--- src/rtl/pipe_pkg.sv ---
// Shared constants for the inter-stage pipeline buffers.
// Control bundle layout, occupancy states and per-boundary data widths.
package pipe_pkg;

   localparam int DEFAULT_CTRL_W = 9;

   localparam int CTRL_REG_WRITE   = 0;
   localparam int CTRL_ALU_SRC     = 1;
   localparam int CTRL_MEM_TO_WRITE = 2;
   localparam int CTRL_ALU_OP_LO   = 3;
   localparam int CTRL_ALU_OP_HI   = 4;
   localparam int CTRL_MEM_TO_REG  = 5;
   localparam int CTRL_MEM_TO_READ = 6;
   localparam int CTRL_BRANCH      = 7;
   localparam int CTRL_REG_DST     = 8;

   localparam int FD_DATA_W = 64;
   localparam int DE_DATA_W = 149;
   localparam int EM_DATA_W = 101;

   typedef enum logic [1:0] {
      ST_EMPTY = 2'd0,
      ST_FULL  = 2'd1,
      ST_SKID  = 2'd2
   } occState_e;

endpackage

--- src/rtl/sat_counter.sv ---
// Saturating up-counter; sticks at all-ones instead of wrapping.
// Used for bubble telemetry on the pipeline buffers.
module sat_counter #(
   parameter int CNT_W = 16
) (
   input  logic             clk,
   input  logic             rstN,
   input  logic             inc,
   output logic [CNT_W-1:0] count
);

   always_ff @(posedge clk or negedge rstN) begin
      if (!rstN) begin
         count <= '0;
      end else if (inc && (count != {CNT_W{1'b1}})) begin
         count <= count + 1'b1;
      end
   end

endmodule

--- src/rtl/pipe_stage_buffer.sv ---
// Inter-stage pipeline register with valid/ready handshake, flush,
// optional skid entry and bubble/occupancy telemetry.
module pipe_stage_buffer
   import pipe_pkg::*;
#(
   parameter int CTRL_W = DEFAULT_CTRL_W,
   parameter int DATA_W = 128,
   parameter int SKID   = 1,
   parameter int CNT_W  = 16
) (
   input  logic              clk_i,
   input  logic              rst_ni,
   input  logic              valid_i,
   output logic              ready_o,
   input  logic [CTRL_W-1:0] ctrl_i,
   input  logic [DATA_W-1:0] data_i,
   output logic              valid_o,
   input  logic              ready_i,
   output logic [CTRL_W-1:0] ctrl_o,
   output logic [DATA_W-1:0] data_o,
   input  logic              flush_i,
   output logic [1:0]        occupancy_o,
   output logic [CNT_W-1:0]  bubbles_o
);

   occState_e stQ;
   occState_e stD;

   logic [CTRL_W-1:0] mainCtrl;
   logic [CTRL_W-1:0] skidCtrl;
   logic [DATA_W-1:0] mainData;
   logic [DATA_W-1:0] skidData;
   logic              readyQ;
   logic              validQ;
   logic              readyOut;
   logic              inXfer;
   logic              outXfer;

   assign validQ   = (stQ != ST_EMPTY);
   // Skid variant never looks at ready_i when producing ready_o.
   assign readyOut = (SKID != 0) ? readyQ : (ready_i | ~validQ);
   assign inXfer   = valid_i & readyOut;
   assign outXfer  = validQ & ready_i;

   always_comb begin
      stD = stQ;
      if (flush_i) begin
         stD = ST_EMPTY;
      end else begin
         unique case (stQ)
            ST_EMPTY: begin
               if (inXfer) stD = ST_FULL;
            end
            ST_FULL: begin
               if (inXfer && !outXfer) begin
                  stD = (SKID != 0) ? ST_SKID : ST_FULL;
               end else if (outXfer && !inXfer) begin
                  stD = ST_EMPTY;
               end
            end
            ST_SKID: begin
               if (outXfer) stD = ST_FULL;
            end
            default: stD = ST_EMPTY;
         endcase
      end
   end

   always_ff @(posedge clk_i or negedge rst_ni) begin
      if (!rst_ni) begin
         stQ      <= ST_EMPTY;
         readyQ   <= 1'b1;
         mainCtrl <= '0;
         mainData <= '0;
         skidCtrl <= '0;
         skidData <= '0;
      end else begin
         stQ    <= stD;
         readyQ <= (stD != ST_SKID);
         if (!flush_i) begin
            if (inXfer) begin
               if (stD == ST_SKID) begin
                  skidCtrl <= ctrl_i;
                  skidData <= data_i;
               end else begin
                  mainCtrl <= ctrl_i;
                  mainData <= data_i;
               end
            end else if ((stQ == ST_SKID) && outXfer) begin
               mainCtrl <= skidCtrl;
               mainData <= skidData;
            end
         end
      end
   end

   assign ready_o     = readyOut;
   assign valid_o     = validQ;
   assign ctrl_o      = validQ ? mainCtrl : '0;
   assign data_o      = mainData;
   assign occupancy_o = stQ;

   sat_counter #(
      .CNT_W(CNT_W)
   ) uBubbles (
      .clk  (clk_i),
      .rstN (rst_ni),
      .inc  (ready_i & ~validQ),
      .count(bubbles_o)
   );

endmodule

--- config.mk ---
export PLATFORM = sky130hd
export DESIGN_NAME = pipe_stage_buffer
export DESIGN_NICKNAME = d
export VERILOG_FILES = /design/src/rtl/pipe_pkg.sv /design/src/rtl/sat_counter.sv /design/src/rtl/pipe_stage_buffer.sv
export SDC_FILE = /design/constraint.sdc
export NUM_CORES = 1
export LEC_CHECK = 0
export ABC_AREA = 1
export CORE_MARGIN = 4
export CORE_UTILIZATION = 54
export CTS_CLUSTER_DIAMETER = 200
export DETAILED_ROUTE_END_ITERATION = 16
export PLACE_DENSITY = 0.86
export SETUP_SLACK_MARGIN = 0.1
export SYNTH_ARGS = -nofsm -noshare
export SYNTH_HDL_FRONTEND = slang
export SYNTH_SLANG_ARGS = --single-unit
--- constraint.sdc ---
create_clock -name clk_i -period 3.3 [get_ports clk_i]
set_input_delay 0.495 -clock clk_i [delete_from_list [all_inputs] [get_ports clk_i]]
set_output_delay 0.495 -clock clk_i [all_outputs]
set_load 0.02 [all_outputs]
==> results.txt, run 1 <==
The worst setup path is launched from a flip-flop. The number of sinks on the clock net is 293. The biggest area contributor in the post-synthesis netlist is sky130_fd_sc_hd__dfrtp_1. The smallest setup slack after layout came out at 839 ps. Sorting the synthesized cells by how often they occur yields 462 x sky130_fd_sc_hd__nand2_1, 292 x sky130_fd_sc_hd__dfrtp_1, 262 x sky130_fd_sc_hd__o21ai_0. The hold violation total from the final report is 0. The detailed-route via count came out at 10900.

The path class of the tightest hold or removal check is flip-flop to flip-flop. The critical path arrival is ~2000 ps. Of the post-synthesis cell area, the dominant cell type holds a little under three fifths. The global-route total usage across every layer came out at between 20% and 30%. The tree is rooted in a sky130_fd_sc_hd__clkbuf_16. The wire length of the first global-routing pass is roughly 53000 um. The total core area is around 0.023 sq mm.

The peak supply drop came out at 0.443 mV. The critical register-to-register path startpoint is occupancy_o[1]. Clock tree synthesis inserted a total of 30 buffers. Yosys mapped a number of flops with a built-in enable equal to 0. The pre-antenna-repair detailed-routing pass consisted of 6 iterations.

The end of the worst hold path is skidData[18]. After floorplanning, the core was divided into 55 placement rows. The total of fill cells in the finished design is ~1600. The number of buffers added for setup after CTS came out at 0. The final sum of negative setup slack is 0 ps. Across all register-to-register paths, the minimum setup slack is 1120 ps.

The share of synthesized registers carrying an async set or reset came out at 100%. The total wire length is 32000 um. Based on the critical path, the design can be clocked at up to approximately 410 MHz.

The cell depth of the worst hold path is 2. The number of nets produced by synthesis is 1651. The kind of critical path is flip-flop to output port. Among all flip-flop cells after synthesis, the most frequent one is sky130_fd_sc_hd__dfrtp_1. The DRC violation count after routing came out at 0.

The total of warnings raised by yosys came out at 0. The die is 162 um tall. The remaining number of nets flagged by the antenna check after routing came out at 0. The die covers 0.0261 sq mm. In this run the number of H-tree levels came out at 1. The remaining max-slew budget at the tightest pin came out at 23.3%. At the placement stage, the worst setup path has a slack of 797 ps. The area added between synthesis and finish is 32.5%. The fraction of met3 tracks used by global routing came out at 3.90%. The post-CTS resize count is 0. The synthesized area divided by synthesized cell count came out at about 8.4 sq um.

The highest fanout seen on the critical path is 11. Power spread over the standard cell area amounts to 684 mW/mm^2. In the finished design, the share of the clock period the worst path needs comes to 74.6%. The initial utilization of the core area, before any placement, comes to 55.6%. After synthesis the netlist holds a flip-flop and latch count of just under 300.

The number of port buffers is 298. In the global route stage, met1 resource usage came out at 31.6%. The overflow left after global routing is 0.

met2 is the most crowded layer. By area the synthesized netlist is led by sky130_fd_sc_hd__dfrtp_1 57%, sky130_fd_sc_hd__nand2_1 14%, sky130_fd_sc_hd__o21ai_0 10%. Setup repair after global routing left no endpoint under its margin. After synthesis, the netlist uses 27 different library cells.

The routability-driven placement congestion ratio is ~0.86. The clock-pin slew of the registers on the worst-case setup and hold paths is 60 ps. The pin count of the biggest net entering global routing came out at 275. For this block, the initial DRC count from the detailed router was slightly above 800.

The final count of pins violating max slew is 0. The post-synthesis sequential area ratio came out at 57.6%. The die width is 162 um. The cell area after synthesis came out at 0.0127 sq mm. The flow ran to the end, and the final reports show no timing, DRC or antenna violations.

The number of global-route vias before repair came out at between 10000 and 15000. The maximum clock skew at final layout came out at ~16 ps. The count of pins on the block boundary came out at roughly 300. For this run, global-route usage on met2 was measured as 41.0%. No sink is reached through more buffers than the 3 on the longest clock path.

The via-per-instance ratio came out at 5.21. The number of cells on the worst reg-to-reg path is 8. TritonCTS built the clock tree. Once layout is complete, the utilization of the core stands at between 70% and 80%. The final-report setup violation count came out at 0.

After clock tree synthesis, the flow added hold-fix buffers numbering 1. In the post-synthesis netlist, the cell with the most instances is sky130_fd_sc_hd__nand2_1. The worst hold path begins at skidData[18].

The clock period minus worst slack came out at 2460 ps. The worst path required time came out at between 2000 and 3000 ps. The gate count after technology mapping came out at 1508. The max-capacitance violation count came out at 0. Dividing the detail-routed wire length by the instance count gives 15.3 um. The transition at the pin with the smallest max-transition slack came out at around 1100 ps. The net count of the finished layout is 1904.

The worst flop-to-flop path endpoint is data_o[121]. The standby leakage power is 8.04 nW. The initial antenna violation count is 2.

The post-DP HPWL is 21000 um. The nature of the critical path endpoint is an output port. The fraction of layout instances using a drive strength above 1 is 4.49%.

The clock latency on the worst-skew pair came out at 540 ps.
final cells by class:
type                    count  area [sq um]  share of cell area [%]
flip-flops and latches    293          7330                    43.5
well taps                 313           392                    2.32
diodes                      1          2.50                  0.0148
clock buffers              39           866                    5.13
inverters                 164           621                    3.68
repair buffers            313          3190                    18.9
clock inverters            14           208                    1.23
multi-input cells         959          4260                    25.3
worst max path at each step:
stage | startpoint | to | slack, ps | cells past startpoint
2_1_floorplan | uBubbles.count[0] | uBubbles.count[0] | 1600 | 9
5_1_grt | occupancy_o[1] | ctrl_o[8] | 740 | 4
4_1_cts | occupancy_o[1] | ctrl_o[2] | 820 | 4
6_report | occupancy_o[1] | ctrl_o[2] | 840 | 4
3_5_place_dp | valid_i | data_o[54] | 800 | 6
3_3_place_gp | valid_i | data_o[107] | 890 | 9
where the power goes:
| group | internal, mW | switching, mW | leakage [nW] | total, mW |
|---|---|---|---|---|
| clock | 2.23 | 1.36 | 0.515 | 3.59 |
| combinational | 1.36 | 1.59 | 3.87 | 2.95 |
| sequential | 4.48 | 0.515 | 3.65 | 4.99 |
| total | 8.07 | 3.47 | 8.04 | 11.5 |
state kept, by name, summed over array words and instances (netlist names):
name / cells
occupancy_o: 2
skidCtrl: 9
ready_o: 1
data_o: 128
uBubbles.count: 16
skidData: 128
mainCtrl: 9
kinds of logic after synthesis:
logic type | synth area share, %
XOR/XNOR | 0.550
AO/OA/AOI/OAI | 16.6
buffers and inverters | 9.07
adder cells (fa/ha/maj) | 0.0982
AND/OR/NAND/NOR | 16.1
flip-flops | 57.6
layer usage:
| metal | vias up | wire length (um) |
|---|---|---|
| li1 | 5284 | - |
| met1 | 5129 | 13000 |
| met2 | 424 | 15600 |
| met3 | 85 | 2120 |
| met4 | 2 | 1200 |
| met5 | - | 7 |
per-stage QoR:
| stage | instance area [sq um] | power, mW | hold WS, ps | std cells |
|---|---|---|---|---|
| after floorplan | 12700 | 6.51 | 199 | 1508 |
| after global placement | 15800 | 7.85 | 461 | 2041 |
| after detailed placement | 15800 | 7.98 | 468 | 2041 |
| after CTS | 16900 | 11.6 | 483 | 2095 |
| after global routing | 16900 | 12.2 | 498 | 2096 |
| final | 16900 | 11.5 | 479 | 2096 |
worst max-delay path: stages, from the launching register on:
cell,delay [ps]
sky130_fd_sc_hd__dfrtp_1,410
sky130_fd_sc_hd__nor2_1,70
sky130_fd_sc_hd__buf_4,170
sky130_fd_sc_hd__nor2_1,150
sky130_fd_sc_hd__clkdlybuf4s50_1,630
placed cells by master, fill, tap and decap left out, types with 2 or more instances in the layout:
cell                              synthesis  final
sky130_fd_sc_hd__buf_12                   0      7
sky130_fd_sc_hd__nor2_2                   2      2
sky130_fd_sc_hd__bufinv_16                0      5
sky130_fd_sc_hd__buf_4                    9      7
sky130_fd_sc_hd__clkbuf_8                 0      6
sky130_fd_sc_hd__o21ai_0                262    262
sky130_fd_sc_hd__clkinvlp_4               0      5
sky130_fd_sc_hd__clkbuf_1                25      2
sky130_fd_sc_hd__xor2_1                   2      2
sky130_fd_sc_hd__clkdlybuf4s50_1          0    297
sky130_fd_sc_hd__nand2_1                462    462
sky130_fd_sc_hd__nand3_1                  4      4
sky130_fd_sc_hd__nand2_2                  2      2
sky130_fd_sc_hd__nand4_1                  5      5
sky130_fd_sc_hd__inv_1                  161    161
sky130_fd_sc_hd__nand3_4                  0      2
sky130_fd_sc_hd__dfrtp_1                292    292
sky130_fd_sc_hd__o21ai_1                134    134
sky130_fd_sc_hd__inv_2                    2      2
sky130_fd_sc_hd__a21oi_1                 22     22
sky130_fd_sc_hd__xnor2_1                  6      6
sky130_fd_sc_hd__nor2_1                  50     50
sky130_fd_sc_hd__clkbuf_16                0     31
sky130_fd_sc_hd__clkinv_2                 0      4
Note: power is estimated with default switching activity, not from simulation.
==> inputs of run 2 (changes only) <==
--- a/config.mk
+++ b/config.mk
@@ -7,10 +7,10 @@
 export LEC_CHECK = 0
 export ABC_AREA = 1
 export CORE_MARGIN = 4
-export CORE_UTILIZATION = 54
+export CORE_UTILIZATION = 45
 export CTS_CLUSTER_DIAMETER = 200
 export DETAILED_ROUTE_END_ITERATION = 16
-export PLACE_DENSITY = 0.86
+export PLACE_DENSITY = 0.76
 export SETUP_SLACK_MARGIN = 0.1
 export SYNTH_ARGS = -nofsm -noshare
 export SYNTH_HDL_FRONTEND = slang
==> constraint.sdc (replaced) <==
create_clock -name clk_i -period 2.2 [get_ports clk_i]
set_input_delay 0.33 -clock clk_i [delete_from_list [all_inputs] [get_ports clk_i]]
set_output_delay 0.33 -clock clk_i [all_outputs]
set_load 0.02 [all_outputs]
==> run 2 against run 1 <==
Effect of this change:
- design area grew 1.4%
- clock skew is 4.9 ps lower
- register-to-register slack got worse by 790 ps
- hold slack got worse by 120 ps
- clock-buffer cell count is 6 higher
- clock power rose by 41%
- total power up 47%
- final cell count is 4.1% higher
- sequential share of layout area down 0.62 points
- flip-flop and latch count is the same
- sequential power up 50%
- critical path depth unchanged
==> results.txt, run 2 (same netlist as run 1, synthesis figures left out) <==
The transition at the pin with the smallest max-transition slack came out at 588 ps (was 1150 ps). The fraction of layout instances using a drive strength above 1 came out at 5.32% (was 4.49%). Cell-by-cell listing of the critical path: nor2_4 -> buf_4 -> nor2_1 -> clkdlybuf4s15_1 (was nor2_1 -> buf_4 -> nor2_1 -> clkdlybuf4s50_1). The count of antenna diodes in the layout came to 0 (was 1).

The DRC violation count after routing is 0 (unchanged). The standby leakage power was 8.21 nW (was 8.04 nW). The routed metal-1 wirelength came out at 13600 um (was 13000 um). The number of sinks on the clock net is 293 (unchanged). The pin count of the biggest net entering global routing came out at 143 (was 275). The number of placed cells counting well taps is 2121 (was 2041). The overflow left after global routing is 0 (unchanged). The wire length of the first global-routing pass is 53000 um (was 52700 um).

The clock buffer count from CTS is 30 (unchanged). The highest-delay cell along the critical path is sky130_fd_sc_hd__dfrtp_1 (was sky130_fd_sc_hd__clkdlybuf4s50_1). The final-stage net count is 1922 (was 1904). The final sum of negative setup slack is 0 ps (unchanged). The post-DP HPWL is 22000 um (was 21000 um). The sum of met3 wire segment lengths after detailed routing came out at 2230 um (was 2120 um).

The peak supply drop is 0.597 mV (was 0.443 mV). The cell chosen for the clock root is sky130_fd_sc_hd__clkbuf_16 (unchanged). The post-route core utilization is 61.5% (was 73.6%). The worst-case reg-to-reg path depth came to 9 (was 8). The total core area was 0.0279 sq mm (was 0.0229 sq mm). The clock latency on the worst-skew pair was 540 ps (about the same). The final-report setup violation count came out at 0 (unchanged).

The area added between synthesis and finish was 34.4% (was 32.5%). The post-route fraction of the period consumed by the critical path is between 90% and 100%. The clock-pin slew of the registers on the worst-case setup and hold paths came out at 60 ps (about the same). The number of H-tree branching levels was 1 (unchanged).

The maximum root-to-sink buffer count came to 3 (unchanged). The nature of the critical path endpoint was an output port (unchanged). The maximum clock skew at final layout is 10.9 ps (was 15.7 ps). The highest fanout seen on the critical path is 6 (was 11). The met2 routed wirelength is 15300 um (was 15600 um). The remaining max-slew budget at the tightest pin was 60.8% (was 23.3%). The number of global-route vias before repair is 10400 (was 10700). The maximum clock frequency came out at just under 500 MHz. Run status: finished clean (unchanged).

The row count is 61 (was 55). The most common cell after layout, fill and taps aside is sky130_fd_sc_hd__nand2_1 (unchanged). The worst path required time came out at 1870 ps (was 2800 ps). The detailed router's first-iteration violation count came out at 686 (was 821).

Most frequent cells in the layout: 462 x sky130_fd_sc_hd__nand2_1, 292 x sky130_fd_sc_hd__dfrtp_1, 285 x sky130_fd_sc_hd__clkdlybuf4s50_1 (was 462 x sky130_fd_sc_hd__nand2_1, 297 x sky130_fd_sc_hd__clkdlybuf4s50_1, 292 x sky130_fd_sc_hd__dfrtp_1). For the finished layout, the period the worst path requires is between 2000 and 2500 ps. The remaining number of nets flagged by the antenna check after routing came out at 0 (unchanged).

The startpoint kind of the worst setup timing path is a flip-flop (unchanged). Unrepaired setup endpoints after global routing: true (was false). The critical path arrival came to 1720 ps (was 1970 ps).

The kind of critical path was flip-flop to output port (unchanged). The count of buffer and inverter cells on the critical path is 2 (unchanged). The number of port buffers came out at 298 (unchanged). The via-per-instance ratio is 4.91 (was 5.21).

The detailed-router iteration count before antenna repair came to 5 (was 6). The count of pins on the block boundary came out at 299 (unchanged). The class of the worst hold path is primary input to asynchronous set/reset pin (was flip-flop to flip-flop). The number of non-filler instances in the completed layout came out at 2181 (was 2096).

The uppermost layer routed was met4 (was met5). The die footprint is 0.0311 sq mm (was 0.0261 sq mm). The initial antenna violation count came out at 0 (was 2). The max-capacitance violation count is 0 (unchanged).

The routability-driven placement congestion ratio is 0.834 (was 0.862). The die width is 176 um (was 162 um). The peak per-stage delay on the critical path came out at 450 ps (was 630 ps).

The family with the most delay on the worst path is buffers and inverters (unchanged). The final routed wire length divided by cell count is 14.8 um (was 15.3 um). The total wire length is 32200 um (was 32000 um). The total power divided by cell area came out at 993 mW/mm^2 (was 684 mW/mm^2). The initial core utilization came out at 45.7% (was 55.6%). The global-route total usage across every layer came out at 20.6% (was 24.1%). The TritonCTS clock tree is built (unchanged).

The final count of pins violating max slew is 0 (unchanged). The hold violation total from the final report is 0 (unchanged). The overall power is 17.0 mW (was 11.5 mW). The vertical die dimension came out at 176 um (was 162 um). The detailed-route via count came out at 10700 (was 10900). The number of cells on the critical path is 4 (unchanged).
-- run 2: worst reg2reg max path: cells and delay by family, from the launching register on --
kind / cells / cell delay [ps]
flip-flops: 1 / 450
AND/OR/NAND/NOR: 5 / 710
buffers and inverters: 3 / 570
AO/OA/AOI/OAI: 1 / 80
-- run 2: routing by layer --
metal	vias up	global-route usage (%)
met1	4979	27.7
met2	336	34.0
met5	-	0
li1	5324	-
met3	62	4.20
met4	0	6.30
-- run 2: repair_timing --
action,CTS,global route
endpoints found under the hold margin,62,0
resized for setup,12,6
buffers inserted,2,1
pin swaps,1,1
hold buffers,1,0
setup endpoints to repair,11,6
-- run 2: power breakdown --
| part | leakage (nW) | internal [mW] | switching, mW |
|---|---|---|---|
| registers | 3.65 | 6.72 | 0.778 |
| logic | 4.06 | 2.08 | 2.36 |
| clock network | 0.491 | 3.01 | 2.05 |
| total | 8.21 | 11.8 | 5.19 |
-- run 2: path summary, 6_finish.rpt --
path	to	slack (ps)	from
worst max-delay path	ctrl_o[6]	150	occupancy_o[1]
worst min-delay path	skidData[18]	360	rst_ni
worst max register to register	data_o[84]	330	occupancy_o[1]
worst min register to register	skidData[80]	480	skidData[80]
max in group asynchronous	ready_o	1080	rst_ni
min in group clk_i	skidData[102]	370	data_i[102]
-- run 2: per-stage QoR --
| step | setup slack (ps) | hold WS, ps | area (sq um) |
|---|---|---|---|
| 3_5_place_dp | 132 | 355 | 16100 |
| 4_1_cts | 106 | 348 | 17100 |
| 2_1_floorplan | 497 | 34.4 | 12700 |
| 5_1_grt | 97.3 | 366 | 17100 |
| 6_report | 145 | 360 | 17100 |
| 3_3_place_gp | 216 | 349 | 16100 |
-- run 2: area by class of cell --
type	count	area, sq um
clock inverters	11	110
well taps	378	473
clock buffers	45	888
inverters	164	621
fillers	2293	10700
multi-input cells	959	4270
flip-flops and latches	293	7330
repair buffers	331	3420
